<file path="config.mk">
export PLATFORM = sky130hd
export DESIGN_NAME = btn_cond
export DESIGN_NICKNAME = d
export VERILOG_FILES = /design/src/rtl/btn_cond.sv
export SDC_FILE = /design/constraint.sdc
export NUM_CORES = 1
export LEC_CHECK = 0
export BUFFER_PORTS_ARGS = -buffer_cell sky130_fd_sc_hd__buf_2
export CORE_MARGIN = 2
export CORE_UTILIZATION = 50
export CTS_BUF_LIST = sky130_fd_sc_hd__clkbuf_8
export DETAILED_ROUTE_END_ITERATION = 12
export GPL_TIMING_DRIVEN = 0
export PLACE_DENSITY = 0.67
export SETUP_SLACK_MARGIN = 0.2
export SLEW_MARGIN = 10
export SYNTH_ARGS = -nofsm -noshare
export SYNTH_HDL_FRONTEND = slang
export SYNTH_SLANG_ARGS = --single-unit
</file>
<file path="constraint.sdc">
create_clock -name clk -period 2.8 [get_ports clk]
set_input_delay 0.84 -clock clk [delete_from_list [all_inputs] [get_ports clk]]
set_output_delay 0.84 -clock clk [all_outputs]
set_load 0.005 [all_outputs]
</file>
<file path="src/rtl/btn_cond.sv">
// Push-button conditioner: 2-flop sync, per-channel debounce FSM, press/release pulses and hold-to-repeat.
// Latency: btn_lvl/btn_pls/btn_rel update DEB_CYC+2 edges after a stable raw change; no backpressure, pulses are fire-and-forget.
module btn_cond #(
  parameter int N_BTN    = 4,
  parameter int DEB_CYC  = 1000000,
  parameter int HOLD_CYC = 50000000,
  parameter int RPT_CYC  = 10000000
) (
  input  logic             clk,
  input  logic             rst_n,
  input  logic [N_BTN-1:0] btn_raw,
  input  logic [N_BTN-1:0] rpt_en,
  output logic [N_BTN-1:0] btn_lvl,
  output logic [N_BTN-1:0] btn_pls,
  output logic [N_BTN-1:0] btn_rel
);

  localparam int MAX_DH  = (DEB_CYC > HOLD_CYC) ? DEB_CYC : HOLD_CYC;
  localparam int CNT_MAX = (MAX_DH > RPT_CYC) ? MAX_DH : RPT_CYC;
  localparam int CW      = $clog2(CNT_MAX);

  localparam logic [CW-1:0] DEB_TC  = CW'(DEB_CYC - 1);
  localparam logic [CW-1:0] HOLD_TC = CW'(HOLD_CYC - 1);
  localparam logic [CW-1:0] RPT_TC  = CW'(RPT_CYC - 1);

  typedef enum logic [2:0] {
    IDLE  = 3'd0,
    ARM_P = 3'd1,
    HELD  = 3'd2,
    RPT   = 3'd3,
    ARM_R = 3'd4
  } state_t;

  logic [N_BTN-1:0] sync_q, sync_d;
  logic [N_BTN-1:0] btn_s_q, btn_s_d;

  always_comb begin
    sync_d  = btn_raw;
    btn_s_d = sync_q;
  end

  always_ff @(posedge clk) begin
    if (!rst_n) begin
      sync_q  <= '0;
      btn_s_q <= '0;
    end else begin
      sync_q  <= sync_d;
      btn_s_q <= btn_s_d;
    end
  end

  for (genvar i = 0; i < N_BTN; i++) begin : g_ch
    state_t        state_q, state_d;
    logic [CW-1:0] cnt_q, cnt_d;
    logic          lvl_q, lvl_d;
    logic          pls_q, pls_d;
    logic          rel_q, rel_d;
    logic          btn_s;
    logic          rpt;

    assign btn_s = btn_s_q[i];
    assign rpt   = rpt_en[i];

    always_ff @(posedge clk) begin
      if (!rst_n) begin
        state_q <= IDLE;
        cnt_q   <= '0;
        lvl_q   <= 1'b0;
        pls_q   <= 1'b0;
        rel_q   <= 1'b0;
      end else begin
        state_q <= state_d;
        cnt_q   <= cnt_d;
        lvl_q   <= lvl_d;
        pls_q   <= pls_d;
        rel_q   <= rel_d;
      end
    end

    // Every state change clears the counter; it never runs past a terminal value.
    always_comb begin
      state_d = state_q;
      cnt_d   = cnt_q;
      case (state_q)
        IDLE: begin
          if (btn_s) begin
            state_d = ARM_P;
            cnt_d   = '0;
          end
        end
        ARM_P: begin
          if (!btn_s) begin
            state_d = IDLE;
            cnt_d   = '0;
          end else if (cnt_q == DEB_TC) begin
            state_d = HELD;
            cnt_d   = '0;
          end else begin
            cnt_d = cnt_q + CW'(1);
          end
        end
        HELD: begin
          if (!btn_s) begin
            state_d = ARM_R;
            cnt_d   = '0;
          end else if (!rpt) begin
            cnt_d = '0;
          end else if (cnt_q == HOLD_TC) begin
            state_d = RPT;
            cnt_d   = '0;
          end else begin
            cnt_d = cnt_q + CW'(1);
          end
        end
        RPT: begin
          if (!btn_s) begin
            state_d = ARM_R;
            cnt_d   = '0;
          end else if (!rpt) begin
            state_d = HELD;
            cnt_d   = '0;
          end else if (cnt_q == RPT_TC) begin
            cnt_d = '0;
          end else begin
            cnt_d = cnt_q + CW'(1);
          end
        end
        ARM_R: begin
          if (btn_s) begin
            state_d = HELD;
            cnt_d   = '0;
          end else if (cnt_q == DEB_TC) begin
            state_d = IDLE;
            cnt_d   = '0;
          end else begin
            cnt_d = cnt_q + CW'(1);
          end
        end
        default: begin
          state_d = IDLE;
          cnt_d   = '0;
        end
      endcase
    end

    // Outputs are registered, so they are decoded from the transition being taken.
    always_comb begin
      lvl_d = (state_d == HELD) || (state_d == RPT) || (state_d == ARM_R);
      pls_d = ((state_q == ARM_P) && (state_d == HELD)) ||
              ((state_q == HELD)  && (state_d == RPT))  ||
              ((state_q == RPT)   && btn_s && rpt && (cnt_q == RPT_TC));
      rel_d = (state_q == ARM_R) && (state_d == IDLE);
    end

    assign btn_lvl[i] = lvl_q;
    assign btn_pls[i] = pls_q;
    assign btn_rel[i] = rel_q;
  end

endmodule

</file>
Word level (Yosys, flattened, before mapping)
Cells that the tools add are included.

Add/sub/neg operators: 4. Equality and inequality tests: 44. Multiplexer cells: 88. Reductions and logical operators: 48.

Operators with widths (count): $mux W26 (40); $pmux W26 S5 (4); $mux W3 (40); $add A26 B1 Y26 const B (4); $eq A26 B20 Y1 const B (4); $eq A26 B24 Y1 const B (4); $eq A26 B26 Y1 const B (4); $pmux W3 S5 (4); $eq A3 B2 Y1 const B (16); $eq A3 B3 Y1 const B (8); $logic_and A1 B1 Y1 (24); $logic_not A3 Y1 (8); $logic_or A1 B1 Y1 (16); $eq A3 B1 Y1 const B (4); $ne A2 B2 Y1 const B (4).

Flip-flop bits (word level): 136. Input port bits: 10. Logic and storage cells: 206.

Longest topological paths before layout
Depth after elaboration: 9. Depth in mapped cells: 10. Depth with buffers taken out: 8.

Least setup slack after synthesis
No wires, ideal clock.

Path type: reg-to-reg. From: register g_ch[0].cnt_q[0]. To: register g_ch[0].cnt_q[12]. Library setup time: 0.117 ns. Arrival time: 2.188 ns. Data required time: 2.683 ns. Path slack: 0.495 ns. Stages on the path, launching flop included: 10. Path buffers: 2. Cells stage by stage: dfxtp_1 ha_1 and3_1 nand4_1 or4_1 o21ai_2 a21oi_2 buf_2 buf_2 a22o_1.

Word-level cells in the longest chain between the ends: 5. Elaborated cells between the ends (all ways): 14.

RTL lines: from (decl) (RTL line 54) `logic [CW-1:0] cnt_q, cnt_d;`; from (signal assigned) (RTL line 73) `cnt_q <= cnt_d;`; $add A26 B1 Y26 (tied with other cells); $mux W26, on equally long branches (RTL line 122, 108); $mux W26, on equally long branches (RTL line 119, 106); $mux W26, on equally long branches (RTL line 116, 103); $pmux W26 S5 (*) (RTL line 84) `case (state_q)`.

Every way passes the cells marked *; elsewhere a longest branch is shown, timed or not. A chain may end at the register's enable or synchronous reset.

Worst setup path after layout
Same ends and word-level chain as after synthesis.

==> results.sh <==
export IMPL_ir_worst_vdd_mv=0.331
export IMPL_status="completed"
export IMPL_fp_row_count=44
export IMPL_area_growth_pct=12.9
export IMPL_drc=0
export IMPL_fp_dieW_um=125
export IMPL_rsz0062_at_grt="false"
export IMPL_antenna_found_initial=0
export IMPL_cp_start_kind="flop"
export IMPL_grt_pass1_vias=6007
export IMPL_p_int_mw=2.95
export IMPL_ant_nets=0
export IMPL_period_minus_slack_ps=2470
export IMPL_cts_sinks=136
export IMPL_grt_usage_pct=22.6
export IMPL_reg2reg_from="g_ch[0].cnt_q[0]$_SDFFE_PN0P_"
export IMPL_crit_fanout=10
export IMPL_syn_inst=925
export IMPL_drt_pass1_iter_count=5
export IMPL_synth_common_cells="dfxtp_1, nand2_1, nand3_1"
export IMPL_worstPathArrival_ps=2810
export IMPL_timing_hold_worst_endpoint="btn_s_q[1]$_SDFF_PN0_"
export IMPL_power_leakage_nw=2.99
export IMPL_worstReg2RegEnd="g_ch[0].cnt_q[12]$_SDFFE_PN0P_"
export IMPL_worst_slew_pin_slew_ps=1120
export IMPL_drtIter0Drc=514
export IMPL_die_h_um=125
export IMPL_powerDensity_nw_per_um2=467
export IMPL_clkLatencyLatePin_ps=460
export IMPL_stdcell_count=1167
export IMPL_gp_congestion=0.926
export IMPL_hold_violations=0
export IMPL_yosysUniqueCellTypes=67
export IMPL_dp_hpwl_um=12400
export IMPL_ys_ff_latch=136
export IMPL_dieArea_um2=15600
export IMPL_synthArstFlopShare_pct=0
export IMPL_start_util_pct=50.6
export IMPL_grt_pass1_wl_um=29300
export IMPL_finClkSkew_ps=10.2
export IMPL_slew_headroom_pct=24.4
export IMPL_whs_ps=438
export IMPL_power_frac_comb_pct=3.2
export IMPL_diodes=0
export IMPL_yosys_cell_count_top_type="dfxtp_1"
export IMPL_setup_ws_ps=333
export IMPL_cts_max_level=4
export IMPL_ys_flop_type="dfxtp_1"
export IMPL_r2r_cells=9
export IMPL_slew_violations=0
export IMPL_power_switching_mw=0.898
export IMPL_max_freq_mhz=405
export IMPL_synth_area_um2=7300
export IMPL_io_pins=22
export IMPL_seq_area_frac_synth_pct=37.3
export IMPL_syn_nets=939
export IMPL_gr_total_overflow=0
export IMPL_vias_per_cell=5.94
export IMPL_synth_warnings=0
export IMPL_clkPwrFrac_pct=46.1
export IMPL_grt_max_degree=17
export IMPL_hold_depth=1
export IMPL_hp_class="flop to flop"
export IMPL_cts_max_path_buffers=2
export IMPL_r2r_slack_ps=330
export IMPL_synth_edf_count=0
export IMPL_place_area_um2=7640
export IMPL_tritoncts="yes"
export IMPL_p_sw_share_pct=23.3
export IMPL_n_fill_cell=1365
export IMPL_cp_required_ps=3140
export IMPL_setup_violations_final=0
export IMPL_stdcell_area_um2=8250
export IMPL_vias=6932
export IMPL_fin_util_pct=57.2
export IMPL_coreArea_um2=14400
export IMPL_pre_cts_ws_ps=-102
export IMPL_cts_hold_buf=0
export IMPL_synth_top_area_share_pct=37.3
export IMPL_period_share_pct=88.1
export IMPL_wl_per_cell_um=15.1
export IMPL_crit_type="flop to flop"
export IMPL_final_layout_size_suffix_gt1_share_pct=13.5
export IMPL_end_kind="flop"
export IMPL_cap_violations=0
export IMPL_wirelength_um=17600
export IMPL_hold_start="btn_s_d[1]$_SDFF_PN0_"
export IMPL_portBuffers=21
export IMPL_tns_ps=0
export IMPL_placed_cells=1130
export IMPL_finalPower_mw=3.85
export IMPL_numCtsBuffers=17
export IMPL_synth_avg_cell_area_um2=7.90
export IMPL_nNetsFinal=984
export IMPL_cts_root_buffer="clkbuf_8"
export IMPL_clk_pin_slew_ps=80
export IMPL_synth_area_leaders="dfxtp_1, nand3_1, nand2_1"
export IMPL_yosys_area_top_type="dfxtp_1"
export IMPL_seqPwrFrac_pct=50.6
[routing by layer]
metal | part of all wire [%] | up-vias | global-route usage (%)
met5 | 0 | - | 0
met3 | 4.7 | 34 | 5.58
li1 | - | 3502 | -
met1 | 49 | 3226 | 31.4
met4 | 1.8 | 0 | 7.45
met2 | 45 | 170 | 34.3
[worst max path at each step]
stage / start / end / slack [ps] / cells after the start
6_report: g_ch[0].cnt_q[0]$_SDFFE_PN0P_ / g_ch[0].cnt_q[12]$_SDFFE_PN0P_ / 330 / 9
5_1_grt: g_ch[1].cnt_q[0]$_SDFFE_PN0P_ / g_ch[1].cnt_q[6]$_SDFFE_PN0P_ / 180 / 9
4_1_cts: g_ch[0].state_q[2]$_SDFF_PN0_ / g_ch[0].cnt_q[16]$_SDFFE_PN0P_ / 210 / 7
3_5_place_dp: rst_n / g_ch[1].cnt_q[9]$_SDFFE_PN0P_ / -100 / 7
3_3_place_gp: rst_n / g_ch[1].cnt_q[9]$_SDFFE_PN0P_ / -80 / 7
2_1_floorplan: g_ch[0].cnt_q[0]$_SDFFE_PN0P_ / g_ch[0].cnt_q[12]$_SDFFE_PN0P_ / 490 / 9
[cells in the final DEF, fill, tap and decap left out, types with 9 or more instances in the layout]
cell	n
nor3_1	30
a21o_1	14
nor4_1	16
or3_1	11
inv_1	18
buf_4	19
dfxtp_1	133
o21ai_0	34
xnor2_1	11
clkbuf_8	17
and2_1	17
buf_2	30
o311ai_0	12
nor2_1	63
a22o_1	14
nor4b_1	9
xor2_1	11
nand2_1	108
nand4_1	23
and3_1	31
a31oi_1	23
nand2b_1	14
nand3_1	93
clkbuf_1	28
a21oi_1	47
nor3b_1	11
[worst max-delay path, cell delays in order, from the launching register on]
cell	delay, ps
dfxtp_2	370
ha_1	190
and3_4	210
nand4_1	150
or4_4	530
o21ai_4	200
a21oi_4	110
buf_4	190
buf_4	190
a22o_1	210
[flip-flops by register name, summed over array words and instances, names as in the netlist]
name,cells
btn_s_d,4
g_ch.rel_q,4
g_ch.cnt_q,104
btn_s_q,4
g_ch.state_q,12
g_ch.pls_q,4
g_ch.lvl_q,4
[power groups by stage]
| stage | Combinational, mW | Clock, mW | Sequential [mW] |
|---|---|---|---|
| after floorplan | 0.0793 | 0 | 1.99 |
| after global placement | 0.121 | 0 | 1.99 |
| after detailed placement | 0.121 | 0 | 2.00 |
| after CTS | 0.122 | 1.81 | 1.95 |
| after global routing | 0.137 | 1.90 | 1.95 |
| final | 0.125 | 1.78 | 1.95 |
[timing repair]
item,CTS,global route
hold endpoints to repair,0,0
endpoints found under the setup margin,30,82
pin swaps,1,3
setup buffers,1,4
resized for setup,3,37
[area by class of cell]
cell class / instances / area, um2 / share of cell area (%)
multi-input cells: 712 / 4320 / 52.4
flip-flops and latches: 136 / 2730 / 33.1
plain buffers: 60 / 325 / 3.95
clock buffers: 17 / 234 / 2.84
well taps: 184 / 230 / 2.79
clock inverters: 15 / 203 / 2.46
repair buffers: 26 / 143 / 1.73
inverters: 17 / 63.8 / 0.774
[logic make-up after synthesis]
logic type | share of synthesized area, %
adder cells (fa/ha/maj) | 0.685
buffers and inverters | 5.12
XOR/XNOR | 2.64
flip-flops | 37.3
multiplexers | 0.274
AND/OR/NAND/NOR | 37.4
AO/OA/AOI/OAI | 16.6
Note: power is estimated with default switching activity, not from simulation.
